--- src/rtl/mod_reduce_seq.sv ---
// Sequential modular reduction: result = a mod m by MSB-first shift/conditional-subtract.
// Define MOD_REDUCE_RADIX4_EN to retire two dividend bits per RUN cycle.
module mod_reduce_seq #(
  parameter int IN_W  = 256,
  parameter int MOD_W = 64
) (
  input  logic             clk,
  input  logic             rst_n,
  input  logic             start,
  input  logic [IN_W-1:0]  a,
  input  logic [MOD_W-1:0] m,
  output logic             busy,
  output logic [MOD_W-1:0] result,
  output logic             done,
  output logic             err
);

  localparam logic [1:0] IDLE = 2'd0;
  localparam logic [1:0] RUN  = 2'd1;
  localparam logic [1:0] DONE = 2'd2;

`ifdef MOD_REDUCE_RADIX4_EN
  localparam int STEPS = 2;
  if (IN_W % 2 != 0) begin : g_odd_in_w
    $error("mod_reduce_seq: IN_W must be even when MOD_REDUCE_RADIX4_EN is defined");
  end
`else
  localparam int STEPS = 1;
`endif
  localparam int CYC   = IN_W / STEPS;
  localparam int CNT_W = $clog2(CYC + 1);

  logic [1:0]       state;
  logic [IN_W-1:0]  a_q;
  logic [MOD_W-1:0] m_q;
  logic [MOD_W:0]   r, r_nxt;
  logic [CNT_W-1:0] cnt;
  logic             zero_q;

  // One radix-2 step. r < m keeps 2r+b below 2m, so a single subtract restores r < m.
  function automatic logic [MOD_W:0] red_step(input logic [MOD_W:0] rv, input logic b,
                                              input logic [MOD_W-1:0] mv);
    logic [MOD_W+1:0] t;
    t = {rv, b};
    if (t >= {2'b00, mv}) t = t - {2'b00, mv};
    return t[MOD_W:0];
  endfunction

`ifdef MOD_REDUCE_RADIX4_EN
  logic [MOD_W:0] r_mid;
  always_comb begin
    r_mid = red_step(r, a_q[IN_W-1], m_q);
    r_nxt = red_step(r_mid, a_q[IN_W-2], m_q);
  end
`else
  always_comb r_nxt = red_step(r, a_q[IN_W-1], m_q);
`endif

  always_ff @(posedge clk or negedge rst_n) begin
    if (!rst_n) begin
      state  <= IDLE;
      a_q    <= '0;
      m_q    <= '0;
      r      <= '0;
      cnt    <= '0;
      zero_q <= 1'b0;
      busy   <= 1'b0;
      done   <= 1'b0;
      err    <= 1'b0;
      result <= '0;
    end else begin
      done <= 1'b0;
      case (state)
        RUN: begin
          r   <= r_nxt;
          a_q <= a_q << STEPS;
          cnt <= cnt - 1'b1;
          if (cnt == CNT_W'(1)) state <= DONE;
        end
        DONE: begin
          done   <= 1'b1;
          result <= r[MOD_W-1:0];
          err    <= zero_q;
          busy   <= 1'b0;
          state  <= IDLE;
        end
        default: ;
      endcase
      // The DONE edge doubles as an accepting edge so back-to-back ops lose no cycle.
      if (start && (state == IDLE || state == DONE)) begin
        a_q    <= a;
        m_q    <= m;
        r      <= '0;
        cnt    <= CNT_W'(CYC);
        zero_q <= (m == '0);
        busy   <= 1'b1;
        state  <= (m == '0) ? DONE : RUN;
      end
    end
  end

endmodule

--- config.mk ---
export PLATFORM = sky130hd
export DESIGN_NAME = mod_reduce_seq
export DESIGN_NICKNAME = d
export VERILOG_FILES = /design/src/rtl/mod_reduce_seq.sv
export SDC_FILE = /design/constraint.sdc
export NUM_CORES = 1
export LEC_CHECK = 0
export CAP_MARGIN = 20
export CORE_UTILIZATION = 59
export CTS_BUF_LIST = sky130_fd_sc_hd__clkbuf_4 sky130_fd_sc_hd__clkbuf_8 sky130_fd_sc_hd__clkbuf_16
export DETAILED_ROUTE_END_ITERATION = 16
export PLACE_DENSITY = 0.86
export SLEW_MARGIN = 30
export SYNTH_ARGS = -nofsm -noshare
export SYNTH_HDL_FRONTEND = slang
export SYNTH_SLANG_ARGS = --single-unit
--- constraint.sdc ---
create_clock -name clk -period 6.99 [get_ports clk]
set_input_delay 1.398 -clock clk [delete_from_list [all_inputs] [get_ports clk]]
set_output_delay 1.398 -clock clk [all_outputs]
set_load 0.1 [all_outputs]
==> out/metrics.cfg <==
[synthesis]
netlist-cell-type-count=65
synthCells=2575
synth_edf_count=0
syn_nets=2968
async_flop_share_pct=100
yosys_warnings=0
synth_area_mm2=0.0243
synth_seq_cells=464
ys.flop_type=dfrtp_1
ys_seq_area_share_pct=47.9
synth.avg_cell_area_um2=9.42

[worst_setup_path]
worstSetupPathType=reg -> reg
critPathLaunchType=flip-flop
ff2ff_setup_slack_ns=3.21
crit_required_ns=7.44
path_cells=inv_1, ha_1, fa_1, nor2b_1, o2111ai_2, nand4b_1, o2111ai_2, nand2_1, a311o_1, a211o_1, buf_4, mux2_4, mux2i_1, nor2_1
end_kind=flip-flop
cp_common_cell=o2111ai_2
crit_arrival_ns=4.23
r2r-end=r[10]
r2r_start=a_q[255]
cp_top_family=compound AO/OA/AOI/OAI gates
critPathMaxStageDelay_ns=0.51
crit_path_max_fanout=53
cp_num_buf_inv=2
r2r.worst_path.cells=14
slowest_stage=buf_4

[global_routing]
grt_max_degree=236
antenna_found_initial=5
grt_usage_pct=31.2
first_global_vias=20001
grt_overflow_total=0
grt_pass1_wl_mm=104

[clock_network]
post_cts_buffers=0
cts_hold_buf=0
cts_resized=0
cts_buffer_depth=3
cts_root_buf=clkbuf_16
clk_pin_slew_ns=0.06
numCtsBuffers=48
cts_num_sinks=464
clk_latency_ns=0.59
htreeDepth=2
cts_tree=done

[timing]
clock.fmax_mhz=265
tightest_slew_ns=1.04
finalCriticalPeriod_ns=3.78
fin_skew_ns=0.0101
final.setup.tns_ns=0
min_period_over_period_pct=54.1
final_hold_viol_count=0
slew_viol_final=0
rsz0062_at_grt=false
relSlewSlack_pct=30.5
setup_violations=0

[routing]
drc=0
num_vias=20182
vias_per_cell=5.88
drt_iter0_markers=1453
wl_per_cell_um=19.0
routed_wl_mm=65.2
ant_nets=0
drt-pass1-iter-count=5

[placement]
gp_congestion=0.955
place_area_mm2=0.0283
io_buffers=389
hpwl_mm=45.9

[floorplan]
dieArea_mm2=0.0419
rows=73
start_util_pct=60.4
num_io_pins=390
core_mm2=0.0402
die_w_um=205
die_height_um=205

[worst_hold_path]
hold_class=reg -> reg
holdPathEnd=busy
holdCritStartpoint=busy
hold_depth=1

[cells_and_area]
final_common_cell=nand2_1
fillers=2824
layout.nets=3259
drive_gt1_share_pct=6.99
final_cell_area_mm2=0.0300
area_growth_pct=23.7
multiInputGateArea_mm2=0.0117
seq_area_mm2=0.0116
most-common-layout-cells=491 x nand2_1, 464 x dfrtp_1, 404 x o21ai_0, 372 x clkdlybuf4s50_1, 257 x mux2i_1

[power]
ir_drop_mv=0.413
total_leakage_power_nw=12.8
cellPowerDensity_mw_per_mm2=551

[status]
run_status=completed

[run]
drv_cap=0

-- where the power goes --
group | internal (W) | leakage, nW | total [W] | switching (W)
Clock | 0.00157 | 0.822 | 0.00264 | 0.00107
Sequential | 0.00397 | 5.80 | 0.00475 | 0.000775
Combinational | 0.00330 | 6.19 | 0.00916 | 0.00586
-- final cells by class --
cell class | count | area share (%)
repair buffers | 407 | 13.6
clock buffers | 67 | 4.58
clock inverters | 20 | 0.875
diodes | 2 | 0.0167
well taps | 525 | 2.19
multi-input cells | 1859 | 39.0
inverters | 86 | 1.08
flip-flops and latches | 464 | 38.7
-- routing by layer --
layer,wire [µm],share of wire (%),vias up,global-route usage (%)
met5,11,0.017,-,0
met4,1620,2.5,2,8.66
met3,4300,6.6,102,5.93
met2,31500,48,607,51.6
met1,27700,43,9863,41.7
li1,-,-,9608,-
-- cell usage after synthesis (7+ instances only) --
cell	count	area [µm²]
nand2_1	491	1840
dfrtp_1	464	11600
o21ai_0	405	2030
mux2i_1	257	2570
clkbuf_1	141	529
a21oi_1	105	526
nor2_1	89	334
inv_1	86	323
ha_1	69	863
mux2_2	65	732
xnor2_1	40	350
a31oi_1	36	225
a21o_1	29	218
nand4_1	28	175
nor4_1	24	150
xor2_1	21	184
a311oi_1	19	166
nor3_1	19	95.1
nand3_1	15	75.1
nor2b_1	15	93.8
nand2b_1	12	75.1
o21bai_1	12	90.1
a211oi_1	11	82.6
buf_2	11	55.1
o211ai_1	10	75.1
buf_1	7	26.3
o21a_1	7	52.6
o31ai_1	7	52.6
or3_1	7	43.8
-- registers in the layout, indices dropped and copies added, names as in the netlist --
register  cells
a_q         256
done          1
r            65
cnt           9
err           1
state         2
m_q          64
busy          1
zero_q        1
result       64
-- worst max path at each step --
| stage | slack (ns) | depth (start not counted) | to | start |
|---|---|---|---|---|
| after floorplan | 3.95 | 7 | r[55] | start |
| after global routing | 2.98 | 12 | r[10] | r[20] |
| after CTS | 3.22 | 14 | r[10] | a_q[255] |
| after detailed placement | 2.90 | 6 | state[1] | m[52] |
| after global placement | 2.84 | 6 | state[1] | m[52] |
| final | 3.21 | 14 | r[10] | a_q[255] |
-- cell families (layout without fill, tap and decap cells) --
family                     count (synthesis)  count (layout)  synth area share (%)
AOI/OAI and AO/OA                        681             681                  16.0
xor gates and xnor gates                  61              61                  2.20
adders and majority gates                 70              70                  3.64
buffers and inverters                    252             580                  4.07
DFF                                      464             464                  47.9
muxes                                    323             323                  13.7
other                                      0               2                     0
and+or+nand+nor                          724             724                  12.6
-- metrics by stage --
step	cells	utilization [%]	hold slack [ns]	power, W	setup slack (ns)
after global routing	3428	74.7	0.505	0.0177	2.98
after global placement	3338	70.6	0.464	0.0135	2.84
after CTS	3425	74.5	0.482	0.0165	3.22
after floorplan	2575	-	0.450	0.0115	3.95
after detailed placement	3338	70.4	0.469	0.0138	2.90
final	3430	74.7	0.479	0.0165	3.21
Note: power is estimated with default switching activity, not from simulation.
